$ cat src/rtl/imem_fetch_ctrl.sv
// Instruction-fetch sequencer: issues one word address per cycle into a 2-cycle imem, tags reads,
// buffers returned {pc, instr} in a credit-protected FIFO. Optional IFETCH_PERF_EN adds perf counters.
module imem_fetch_ctrl #(
    parameter logic [31:0] RESET_PC   = 32'h0000_0000,
    parameter int          FIFO_DEPTH = 4
) (
    input  logic        clk,
    input  logic        rst,
    output logic [31:0] imem_addr,
    input  logic [31:0] imem_data,
    input  logic        redirect_valid,
    input  logic [31:0] redirect_pc,
    input  logic        halt_req,
    output logic        halted,
    output logic        out_valid,
    input  logic        out_ready,
    output logic [31:0] out_pc,
    output logic [31:0] out_instr
`ifdef IFETCH_PERF_EN
    ,
    output logic [31:0] perf_fetch_cnt,
    output logic [31:0] perf_stall_cnt
`endif
);

    localparam int PW = $clog2(FIFO_DEPTH);
    localparam int CW = PW + 1;

    typedef enum logic [1:0] {
        ST_RUN    = 2'd0,
        ST_DRAIN  = 2'd1,
        ST_HALTED = 2'd2
    } state_t;

    state_t          state_q, state_d;
    logic [31:0]     pc_q;
    logic            tag0_v_q, tag1_v_q;
    logic [31:0]     tag0_pc_q, tag1_pc_q;
    logic [31:0]     fifo_pc_q    [FIFO_DEPTH];
    logic [31:0]     fifo_instr_q [FIFO_DEPTH];
    logic [PW-1:0]   wr_ptr_q, rd_ptr_q;
    logic [CW-1:0]   count_q;

    logic [CW-1:0]   occupancy_s;
    logic            credit_ok_s;
    logic            issue_s;
    logic            push_s;
    logic            pop_s;
    logic [31:0]     redirect_target_s;

    // Occupancy includes reads still in the imem pipe so a return can never overflow the FIFO.
    assign occupancy_s       = count_q + CW'(tag0_v_q) + CW'(tag1_v_q);
    assign credit_ok_s       = (occupancy_s < CW'(FIFO_DEPTH));
    assign issue_s           = !halt_req && !redirect_valid && credit_ok_s;
    assign push_s            = tag1_v_q;
    assign pop_s             = out_valid && out_ready;
    assign redirect_target_s = redirect_pc & 32'hFFFF_FFFC;

    assign imem_addr = pc_q;
    assign out_valid = (count_q != CW'(0));
    assign out_pc    = fifo_pc_q[rd_ptr_q];
    assign out_instr = fifo_instr_q[rd_ptr_q];
    assign halted    = (state_q == ST_HALTED) && halt_req;

    // Run/drain/halt sequencing; dropping halt_req always returns to RUN.
    always_comb begin
        state_d = state_q;
        case (state_q)
            ST_RUN: begin
                if (halt_req) state_d = ST_DRAIN;
                else          state_d = ST_RUN;
            end
            ST_DRAIN: begin
                if (!halt_req)                   state_d = ST_RUN;
                else if (!tag0_v_q && !tag1_v_q) state_d = ST_HALTED;
                else                             state_d = ST_DRAIN;
            end
            ST_HALTED: begin
                if (!halt_req) state_d = ST_RUN;
                else           state_d = ST_HALTED;
            end
            default: state_d = ST_RUN;
        endcase
    end

    // State register, PC, tag pipeline and output FIFO.
    always_ff @(posedge clk or posedge rst) begin
        if (rst) begin
            state_q   <= ST_RUN;
            pc_q      <= RESET_PC;
            tag0_v_q  <= 1'b0;
            tag1_v_q  <= 1'b0;
            tag0_pc_q <= 32'h0000_0000;
            tag1_pc_q <= 32'h0000_0000;
            wr_ptr_q  <= '0;
            rd_ptr_q  <= '0;
            count_q   <= '0;
            for (int i = 0; i < FIFO_DEPTH; i++) begin
                fifo_pc_q[i]    <= 32'h0000_0000;
                fifo_instr_q[i] <= 32'h0000_0000;
            end
        end else begin
            state_q <= state_d;
            if (redirect_valid) begin
                // Redirect wins over any same-cycle pop or return.
                pc_q     <= redirect_target_s;
                tag0_v_q <= 1'b0;
                tag1_v_q <= 1'b0;
                wr_ptr_q <= '0;
                rd_ptr_q <= '0;
                count_q  <= '0;
            end else begin
                if (issue_s) pc_q <= pc_q + 32'd4;
                else         pc_q <= pc_q;
                tag0_v_q  <= issue_s;
                tag0_pc_q <= pc_q;
                tag1_v_q  <= tag0_v_q;
                tag1_pc_q <= tag0_pc_q;
                if (push_s) begin
                    fifo_pc_q[wr_ptr_q]    <= tag1_pc_q;
                    fifo_instr_q[wr_ptr_q] <= imem_data;
                    wr_ptr_q               <= wr_ptr_q + PW'(1);
                end
                if (pop_s) rd_ptr_q <= rd_ptr_q + PW'(1);
                count_q <= count_q + CW'(push_s) - CW'(pop_s);
            end
        end
    end

`ifdef IFETCH_PERF_EN
    logic stall_s;
    assign stall_s = (state_q == ST_RUN) && !halt_req && !redirect_valid && !credit_ok_s;

    // Issued-fetch and credit-stall event counters, wrapping at 2^32.
    always_ff @(posedge clk or posedge rst) begin
        if (rst) begin
            perf_fetch_cnt <= 32'h0000_0000;
            perf_stall_cnt <= 32'h0000_0000;
        end else begin
            perf_fetch_cnt <= perf_fetch_cnt + 32'(issue_s);
            perf_stall_cnt <= perf_stall_cnt + 32'(stall_s);
        end
    end
`endif

endmodule
$ cat config.mk
export PLATFORM = sky130hd
export DESIGN_NAME = imem_fetch_ctrl
export DESIGN_NICKNAME = d
export VERILOG_FILES = /design/src/rtl/imem_fetch_ctrl.sv
export SDC_FILE = /design/constraint.sdc
export NUM_CORES = 1
export LEC_CHECK = 0
export BUFFER_PORTS_ARGS = -buffer_cell sky130_fd_sc_hd__buf_2
export CORE_MARGIN = 5
export CORE_UTILIZATION = 40
export CTS_BUF_LIST = sky130_fd_sc_hd__clkbuf_4
export DETAILED_ROUTE_END_ITERATION = 6
export GPL_TIMING_DRIVEN = 1
export SYNTH_ARGS = -nofsm -noshare
export SYNTH_HDL_FRONTEND = slang
export SYNTH_SLANG_ARGS = --single-unit
$ cat constraint.sdc
create_clock -name clk -period 12.32 [get_ports clk]
set_input_delay 2.464 -clock clk [delete_from_list [all_inputs] [get_ports clk]]
set_output_delay 2.464 -clock clk [all_outputs]
set_load 0.01 [all_outputs]
==> key figures, run 1 <==
STA
  • Slew margin rel.: 32.8%
  • Clock skew: 0.0656 ns
  • Slew @ Worst Pin: 1.01 ns
  • Unrepaired setup endpoints after global routing: false
  • Pins Over Slew Limit: 0
  • Final Cycle Share: 45.2%
  • Final Critical Period: 5.57 ns
  • Final TNS setup: 0 ns
  • Setup-failing EPs final: 0
  • Count of final hold-check violations: 0
  • Setup ws final: 6.75 ns
  • Upper clock frequency limit: 180 MHz

Yosys
  • Post-synth ARST share: 100%
  • Synth Register Bits: 349
  • Most frequent cells after synthesis: dfrtp_1 (349), mux2_2 (300), mux4_2 (62)
  • Count of flip-flops with a built-in enable after synthesis: 0
  • Cells after synthesis: 1028
  • Top cells by area, synth: dfrtp_1 (57%), mux2_2 (22%), mux4_2 (9.1%)
  • Avg Inst Size Synth: 14.9 um2
  • Warnings from Yosys: 0
  • Most common cell in the netlist: dfrtp_1
  • Sequential cell area fraction in the yosys report: 57.1%
  • Mapped Area: 15300 um2
  • Post-synthesis cell type count: 49
  • Main synth FF type: dfrtp_1
  • Share of the synthesized area in the top cell type: 57.1%
  • Area leader, netlist: dfrtp_1

Layout
  • Syn-to-layout area delta: 16.8%
  • Fillcell total: 3438
  • Share of layout cells above drive strength 1: 52.8%
  • Register Area: 8740 um2
  • Final net count: 1318
  • Area of the multi-input gates: 6320 um2

Floorplanning
  • Initial Util: 40.5%
  • Die area: 42300 um2
  • Height of the die: 206 um
  • Chip Width: 206 um
  • Row count: 71
  • Ports: 167
  • CORE AREA: 37800 um2

Critical path
  • CP required: 9.86 ns
  • Crit. End Element: output pin
  • Startpoint Class: register
  • Arrival time worst endpoint: 3.11 ns
  • CP max FO: 33
  • Setup CP Type: reg -> out

Clocking
  • CTS buffer count: 96
  • Number of setup buffers added after CTS: 0
  • CTS tree: yes
  • H-tree depth: 3
  • Post-CTS Resized: 0
  • Clock Tree Buf Depth: 3
  • Clk slew on worst S/H paths: 0.06 ns
  • Clock Root Buffer: clkbuf_4
  • Post-CTS Hold Buffers: 0
  • Clk Latency, worst-skew pair: 0.76 ns
  • Clock net sink count: 349

Pwr
  • Peak supply drop: 0.0000670 V
  • PwrDens: 188 nW/um2
  • Leak: 8.60 nW

Global route
  • Gr usage total: 17.0%
  • Grt ovf: 0
  • Initial antenna violation count: 4
  • Largest net degree at the start of global routing: 140
  • First-pass GRT wire length: 56300 um
  • Vias in the first global route: 10000

Detailed routing
  • DR iter-0 viols: 387
  • Drt via density: 5.15
  • Drt wl/cell: 19.2 um
  • Post-route ant nets: 0
  • Via count: 9380
  • Routed Wire Length: 35000 um
  • # DRC: 0
  • DRT Pass-1 Iters: 4

Place
  • # port buffers: 160
  • GPL Wtd Cong: 0.788
  • DP Worst Slack: 6.91 ns
  • HPWL after DPL: 21400 um

Run status
  • Status: completed

Hold path
  • Worst Hold Class: reg -> reg

Job
  • Max-cap violation count: 0
==> cells in the final DEF, fill, tap and decap left out, types with 13 or more instances in the layout <==
cell      instances
nand2_1          40
dfrtp_1         347
mux4_2           62
nor2_1           31
inv_1            13
clkbuf_4        141
nand3_1          16
mux2_2          300
o21ai_0          20
clkinv_1         21
buf_2           159
==> cell families (layout without fill, tap and decap cells) <==
| kind of cell | count (synthesis) | count (layout) | synth area share, % |
|---|---|---|---|
| compound gates | 70 | 70 | 3.12 |
| buf+inv | 73 | 351 | 1.90 |
| fa+ha+maj | 9 | 9 | 0.785 |
| flops | 349 | 349 | 57.1 |
| xor+xnor | 17 | 17 | 0.973 |
| other cells | 1 | 5 | 0.0245 |
| simple gates | 141 | 141 | 4.55 |
| mux | 368 | 368 | 31.6 |
==> routing by layer <==
metal | GRT usage, % | share of wire (%)
met5 | 0 | 0.11
met4 | 5.43 | 1.6
met3 | 4.96 | 6.5
met2 | 25.8 | 46
met1 | 23.7 | 46
==> stage by stage <==
stage | power [mW] | std cells | hold slack (ns) | instance area (um2) | utilization (%)
6_report | 3.36 | 1821 | 0.457 | 17900 | 47.3
5_1_grt | 3.59 | 1821 | 0.502 | 17900 | 47.3
4_1_cts | 3.43 | 1820 | 0.465 | 17900 | 47.3
3_5_place_dp | 2.37 | 1653 | 0.455 | 16700 | 44.1
3_3_place_gp | 2.35 | 1653 | 0.456 | 16700 | 44.1
2_1_floorplan | 2.04 | 1031 | 0.437 | 15300 | -
==> final timing paths <==
check	from	end	slack, ns	cells after the start
setup reg to reg	push_s$_DFF_PP0_	imem_addr[28]$_DFFE_PP0P_	9.68	6
hold / removal	tag0_pc_q[13]$_DFFE_PP0N_	tag1_pc_q[13]$_DFFE_PP0N_	0.46	1
hold reg to reg	tag0_pc_q[13]$_DFFE_PP0N_	tag1_pc_q[13]$_DFFE_PP0N_	0.46	1
setup / recovery	rd_ptr_q[0]$_DFFE_PP0P_	out_pc[19]	6.75	3
min in group asynchronous	rst	fifo_instr_q[121]$_DFFE_PP0P_	1.88	2
max in group asynchronous	rst	tag0_pc_q[12]$_DFFE_PP0N_	8.24	4
==> final cells by class <==
| cell class | instances | share of cell area, % |
|---|---|---|
| clock inverters | 26 | 0.882 |
| diodes | 1 | 0.0140 |
| inverters | 14 | 0.336 |
| repair buffers | 170 | 4.98 |
| flip-flops and latches | 349 | 48.9 |
| multi-input cells | 609 | 35.4 |
| well taps | 511 | 3.58 |
| clock buffers | 141 | 5.92 |
==> worst max-delay path: stages (launching register included) <==
cell	delay [ns]
dfrtp_4	0.81
buf_4	0.72
mux4_2	0.66
buf_2	0.18
==> state kept, by name, summed over array words and instances (netlist names) <==
signal and cells:
wr_ptr_q 2, push_s 1, fifo_instr_q 128, state_q 2, tag0_pc_q 30, tag0_v_q 1
tag1_pc_q 30, rd_ptr_q 2, count_q 3, fifo_pc_q 120, imem_addr 30
==> where the power goes <==
part	switching [mW]	leakage, nW	internal [mW]
Sequential	0.157	4.54	1.34
Clock	0.472	0.714	0.562
Combinational	0.367	3.35	0.460
(Power assumes the default switching activity.)
==> inputs of run 2 (changes only) <==
--- a/config.mk
+++ b/config.mk
@@ -5,6 +5,7 @@
 export SDC_FILE = /design/constraint.sdc
 export NUM_CORES = 1
 export LEC_CHECK = 0
+export ABC_AREA = 1
 export BUFFER_PORTS_ARGS = -buffer_cell sky130_fd_sc_hd__buf_2
 export CORE_MARGIN = 5
 export CORE_UTILIZATION = 40
==> constraint.sdc (replaced) <==
create_clock -name clk -period 4.89 [get_ports clk]
set_input_delay 0.978 -clock clk [delete_from_list [all_inputs] [get_ports clk]]
set_output_delay 0.978 -clock clk [all_outputs]
set_load 0.01 [all_outputs]
==> key figures, run 2 <==
Global route
  • Gr usage total: 18.4%
  • Met3 Resource Use GR: 4.56%
  • M2 GR Usage: 28.0%
  • Largest net degree at the start of global routing: 181
  • Met1 Use GR: 25.9%
  • Vias in the first global route: 12800
  • Initial antenna violation count: 1
  • GR peak layer: met2
  • Grt ovf: 0
  • First-pass GRT wire length: 66700 um

Detailed routing
  • Drt via density: 5.05
  • Drt wl/cell: 15.3 um
  • DRT Pass-1 Iters: 6
  • Via count: 13100
  • # DRC: 0
  • DR iter-0 viols: 1015
  • Routed Wire Length: 39900 um
  • Post-route ant nets: 0

Clocking
  • CTS tree: yes
  • Number of setup buffers added after CTS: 0
  • CTS buffer count: 94
  • Clk slew on worst S/H paths: 0.07 ns
  • Clk Latency, worst-skew pair: 0.75 ns
  • Clock net sink count: 349
  • Post-CTS Hold Buffers: 0
  • Post-CTS Resized: 0
  • Clock Tree Buf Depth: 3
  • H-tree depth: 3
  • Clock Root Buffer: clkbuf_4

Layout
  • Syn-to-layout area delta: 14.4%
  • Most common cell after layout, fill and taps aside: nand2_1
  • Most frequent cells in the layout: nand2_1 (444), o21ai_0 (422), dfrtp_1 (347), nor2_1 (168), buf_2 (159)
  • Max FFs per register: 128
  • Most flops, register: fifo_instr_q
  • Share of layout cells above drive strength 1: 17.0%
  • Final net count: 2092
  • Biggest regs: fifo_instr_q: 128 flops, fifo_pc_q: 120 flops

Pwr
  • Combinational share of power: 26.7%
  • Clock Power Share: 29.7%
  • Flop pwr share: 43.6%
  • PwrDens: 474 nW/um2
  • Switch Pwr: 2.97 mW
  • Internal power: 5.54 mW
  • Peak supply drop: 0.000183 V
  • Leak: 8.89 nW
  • Pwr Total: 8.51 mW
  • Switch share: 34.9%

Floorplanning
  • Chip Width: 208 um
  • Die area: 43300 um2
  • Ports: 167
  • Initial Util: 40.5%
  • CORE AREA: 38700 um2
  • Height of the die: 208 um
  • Row count: 72

Critical path
  • Max incr delay on CP: 0.88 ns
  • Arrival time worst endpoint: 2.73 ns
  • Flop2flop setup slack: 2.52 ns
  • Worst r2r dst: imem_addr[12]$_DFFE_PP0P_
  • R2R depth: 9
  • Slowest stage cell, crit path: dfrtp_2
  • Crit. End Element: output pin
  • CP max FO: 38
  • Crit path launch: rd_ptr_q[1]$_DFFE_PP0P_
  • CP required: 3.91 ns
  • Startpoint Class: register
  • Critical Path, Cell by Cell: buf_4, o21ai_0, o22ai_1, buf_2
  • Reg2reg start: count_q[0]$_DFF_PP0_
  • Setup CP Type: reg -> out

Yosys
  • Count of flip-flops with a built-in enable after synthesis: 0
  • Share of the synthesized area in the top cell type: 55.6%
  • Synth Register Bits: 349
  • Most frequent cells after synthesis: nand2_1 (444), o21ai_0 (422), dfrtp_1 (349)
  • Avg Inst Size Synth: 8.44 um2
  • Mapped Area: 15700 um2
  • Cells after synthesis: 1860
  • Most common cell in the netlist: nand2_1
  • Area leader, netlist: dfrtp_1
  • Warnings from Yosys: 0
  • Post-synth ARST share: 100%
  • Main synth FF type: dfrtp_1
  • Sequential cell area fraction in the yosys report: 55.6%
  • Post-synthesis cell type count: 36
  • Top cells by area, synth: dfrtp_1 (56%), o21ai_0 (13%), nand2_1 (11%)

STA
  • Pins Over Slew Limit: 0
  • Count of final hold-check violations: 0
  • Clock skew: 0.0382 ns
  • Upper clock frequency limit: 270 MHz
  • Final Cycle Share: 75.9%
  • Final TNS setup: 0 ns
  • Setup ws final: 1.18 ns
  • Unrepaired setup endpoints after global routing: false
  • Slew @ Worst Pin: 1.11 ns
  • Slew margin rel.: 25.9%
  • Final Critical Period: 3.71 ns
  • Setup-failing EPs final: 0
  • Final hold slack: 0.475 ns

Place
  • # port buffers: 160
  • GPL Wtd Cong: 0.890
  • DP Worst Slack: 1.91 ns
  • HPWL after DPL: 24200 um

Job
  • Max-cap violation count: 0

Run status
  • Status: completed

Hold path
  • Worst Hold Class: in -> async
[run 2: how the worst max path moves through the flow]
| stage | end | slack (ns) | cells past startpoint |
|---|---|---|---|
| 2_1_floorplan | count_q[0]$_DFF_PP0_ | -0.76 | 1 |
| 3_3_place_gp | out_pc[12] | 1.89 | 4 |
| 3_5_place_dp | out_pc[18] | 1.91 | 5 |
| 4_1_cts | out_pc[18] | 1.04 | 5 |
| 5_1_grt | out_instr[9] | 0.90 | 4 |
| 6_report | out_pc[12] | 1.18 | 4 |
[run 2: cell families (layout without fill, tap and decap cells)]
family	after synthesis	after routing	synth area share, %
other cells	1	5	0.0239
xor+xnor	2	2	0.112
compound gates	537	537	18.0
buf+inv	258	481	7.13
flops	349	349	55.6
fa+ha+maj	9	9	0.765
simple gates	704	704	18.3
[run 2: final cells by class]
cell class                      count  area [um2]
Antenna cell                        1        2.50
Tap cell                          518         648
Timing Repair Buffer              177         993
Clock buffer                      145        1090
Inverter                          136         518
Fill cell                        3879       20800
Multi-Input combinational cell   1256        5870
Sequential cell                   349        8740
Clock inverter                     23        90.1
[run 2: worst max-delay path: cells and delay by family (launching register included)]
kind	cells	cell delay [ns]
AOI/OAI and AO/OA	2	0.46
DFF	1	0.88
buffers and inverters	2	0.64
[run 2: power by group through the flow]
stage	Clock, mW	Sequential, mW	Combinational, mW
global route	2.80	3.78	2.58
floorplan	0	3.65	1.50
detailed placement	0	3.76	2.31
finish	2.53	3.71	2.27
CTS	2.64	3.71	2.31
global placement	0	3.74	2.27
[run 2: through the flow]
stage	instance area [um2]	std cells	util [%]
floorplan	15700	1863	-
global placement	16800	2436	43.3
detailed placement	16800	2436	43.3
CTS	17900	2604	46.3
global route	18000	2605	46.3
finish	18000	2605	46.3
[run 2: routing by layer]
metal | wire [um] | up-vias
met5 | 0 | -
met4 | 1010 | 0
met3 | 2440 | 81
met2 | 17400 | 414
met1 | 19000 | 6178
li1 | - | 6474
==> inputs of run 3 (changes only) <==
--- a/config.mk
+++ b/config.mk
@@ -5,7 +5,7 @@
 export SDC_FILE = /design/constraint.sdc
 export NUM_CORES = 1
 export LEC_CHECK = 0
-export ABC_AREA = 1
+export ABC_AREA = 0
 export BUFFER_PORTS_ARGS = -buffer_cell sky130_fd_sc_hd__buf_2
 export CORE_MARGIN = 5
 export CORE_UTILIZATION = 40
==> constraint.sdc (replaced) <==
create_clock -name clk -period 3.25 [get_ports clk]
set_input_delay 0.65 -clock clk [delete_from_list [all_inputs] [get_ports clk]]
set_output_delay 0.65 -clock clk [all_outputs]
set_load 0.01 [all_outputs]
==> key figures, run 3 (synthesis results as in run 1) <==
Run status
  • Status: completed

Floorplanning
  • Height of the die: 206 um
  • Die area: 42300 um2
  • Row count: 71
  • Ports: 167
  • Chip Width: 206 um
  • CORE AREA: 37800 um2
  • Initial Util: 40.5%

Layout
  • Share of layout cells above drive strength 1: 54.0%
  • Final net count: 1333
  • Area of the multi-input gates: 6320 um2
  • Layout Cells excl Fill: 1838
  • Syn-to-layout area delta: 18.9%
  • Biggest regs: fifo_instr_q: 128 flops, fifo_pc_q: 120 flops
  • Fillcell total: 3445
  • Design area: 18200 um2
  • Most flops, register: fifo_instr_q
  • Most frequent cells in the layout: dfrtp_1 (347), mux2_2 (300), buf_2 (159), clkbuf_4 (145), mux4_2 (62)
  • Most common cell after layout, fill and taps aside: dfrtp_1
  • Max FFs per register: 128
  • Final core utilization: 48.2%
  • Register Area: 8740 um2

Critical path
  • CP max FO: 20
  • Critical Path, Cell by Cell: buf_4, mux4_2, buf_2
  • Arrival time worst endpoint: 2.37 ns
  • Crit path launch: rd_ptr_q[1]$_DFFE_PP0P_
  • Max incr delay on CP: 0.59 ns
  • Startpoint Class: register
  • Setup CP Type: reg -> out
  • Reg2reg start: push_s$_DFF_PP0_
  • Crit. End Element: output pin
  • Slowest stage cell, crit path: dfrtp_4
  • CP required: 2.60 ns

STA
  • Final hold slack: 0.113 ns
  • Setup ws final: 0.229 ns
  • Final TNS setup: 0 ns
  • Clock skew: 0.0343 ns
  • Final Cycle Share: 92.9%
  • Count of final hold-check violations: 0
  • Upper clock frequency limit: 331 MHz
  • Final Critical Period: 3.02 ns
  • Pins Over Slew Limit: 0
  • Unrepaired setup endpoints after global routing: false
  • Slew margin rel.: 49.9%
  • Slew @ Worst Pin: 0.748 ns
  • Setup-failing EPs final: 0

Clocking
  • Clock Root Buffer: clkbuf_4
  • Clk slew on worst S/H paths: 0.06 ns
  • CTS tree: yes
  • Clk Latency, worst-skew pair: 0.74 ns
  • Clock net sink count: 349
  • Clock Tree Buf Depth: 3
  • H-tree depth: 3
  • CTS buffer count: 93

Pwr
  • Peak supply drop: 0.000292 V
  • Leak: 8.76 nW
  • Pwr Total: 13.0 mW
  • PwrDens: 713 nW/um2

Place
  • Dpl cell area: 16900 um2
  • DP Worst Slack: 0.653 ns
  • Placed insts: 1668
  • HPWL after DPL: 22400 um
  • # port buffers: 160
  • GPL Wtd Cong: 0.793

Global route
  • Largest net degree at the start of global routing: 133
  • Grt ovf: 0
  • Gr usage total: 17.1%
  • Initial antenna violation count: 2
  • First-pass GRT wire length: 56900 um
  • Vias in the first global route: 10300

Detailed routing
  • Drt wl/cell: 19.2 um
  • Routed Wire Length: 35300 um
  • DRT Pass-1 Iters: 4
  • Via count: 9461
  • # DRC: 0
  • Post-route ant nets: 0
  • DR iter-0 viols: 349
  • Drt via density: 5.15

Hold path
  • Worst Hold Class: in -> reg
  • Hold Startpoint: redirect_pc[18]

Job
  • Max-cap violation count: 0
==> run 3: cell types whose count changed in the layout (fill, tap and decap cells not counted), sizes merged, moves of 9 or more <==
cell    change
nor2      -148
buf        +10
o21bai      -9
nand3      -47
mux2      +300
o21ai     -419
o22ai      -63
xnor2       +9
inv       -122
mux4       +62
and3       +10
nand2     -410
==> run 3: where the power goes <==
part           switching (mW)  total [mW]  internal (mW)
combinational            1.54        3.37           1.84
clock                    1.76        4.01           2.25
sequential              0.498        5.58           5.09
==> run 3: final timing paths <==
kind	endpoint	slack, ns	cells past startpoint
max	out_pc[19]	0.23	3
min in group asynchronous	fifo_instr_q[119]$_DFFE_PP0P_	0.43	3
max reg2reg	imem_addr[28]$_DFFE_PP0P_	0.64	6
min	imem_addr[18]$_DFFE_PP0P_	0.11	3
min reg2reg	tag0_pc_q[7]$_DFFE_PP0N_	0.48	1
max in group asynchronous	tag1_pc_q[28]$_DFFE_PP0N_	1.84	4
==> run 3: layer usage <==
metal | wire length [um] | track usage, % | share of wire, %
met2 | 16400 | 26.5 | 46
met3 | 1950 | 4.60 | 5.5
met4 | 738 | 5.41 | 2.1
met1 | 16200 | 23.7 | 46
met5 | 11 | 0 | 0.031
==> run 3: critical path: cells and delay by family (launching register included) <==
kind / cells / cell delay [ns]
flops: 1 / 0.59
mux: 1 / 0.44
buf+inv: 2 / 0.60
==> run 3: layout make-up <==
type,count,share of cell area [%]
clock buffers,145,5.98
well taps,511,3.51
repair buffers,188,6.48
multi-input cells,609,34.8
clock inverters,20,0.901
inverters,14,0.309
flip-flops and latches,349,48.0
diodes,2,0.0275
==> run 3: what timing repair did <==
action | 4_1_cts | 5_1_grt
hold endpoints to repair | 4 | 0
resized for setup | 0 | 0
hold buffers | 1 | 0
endpoints found under the setup margin | 2 | 0
buffers inserted | 2 | 0
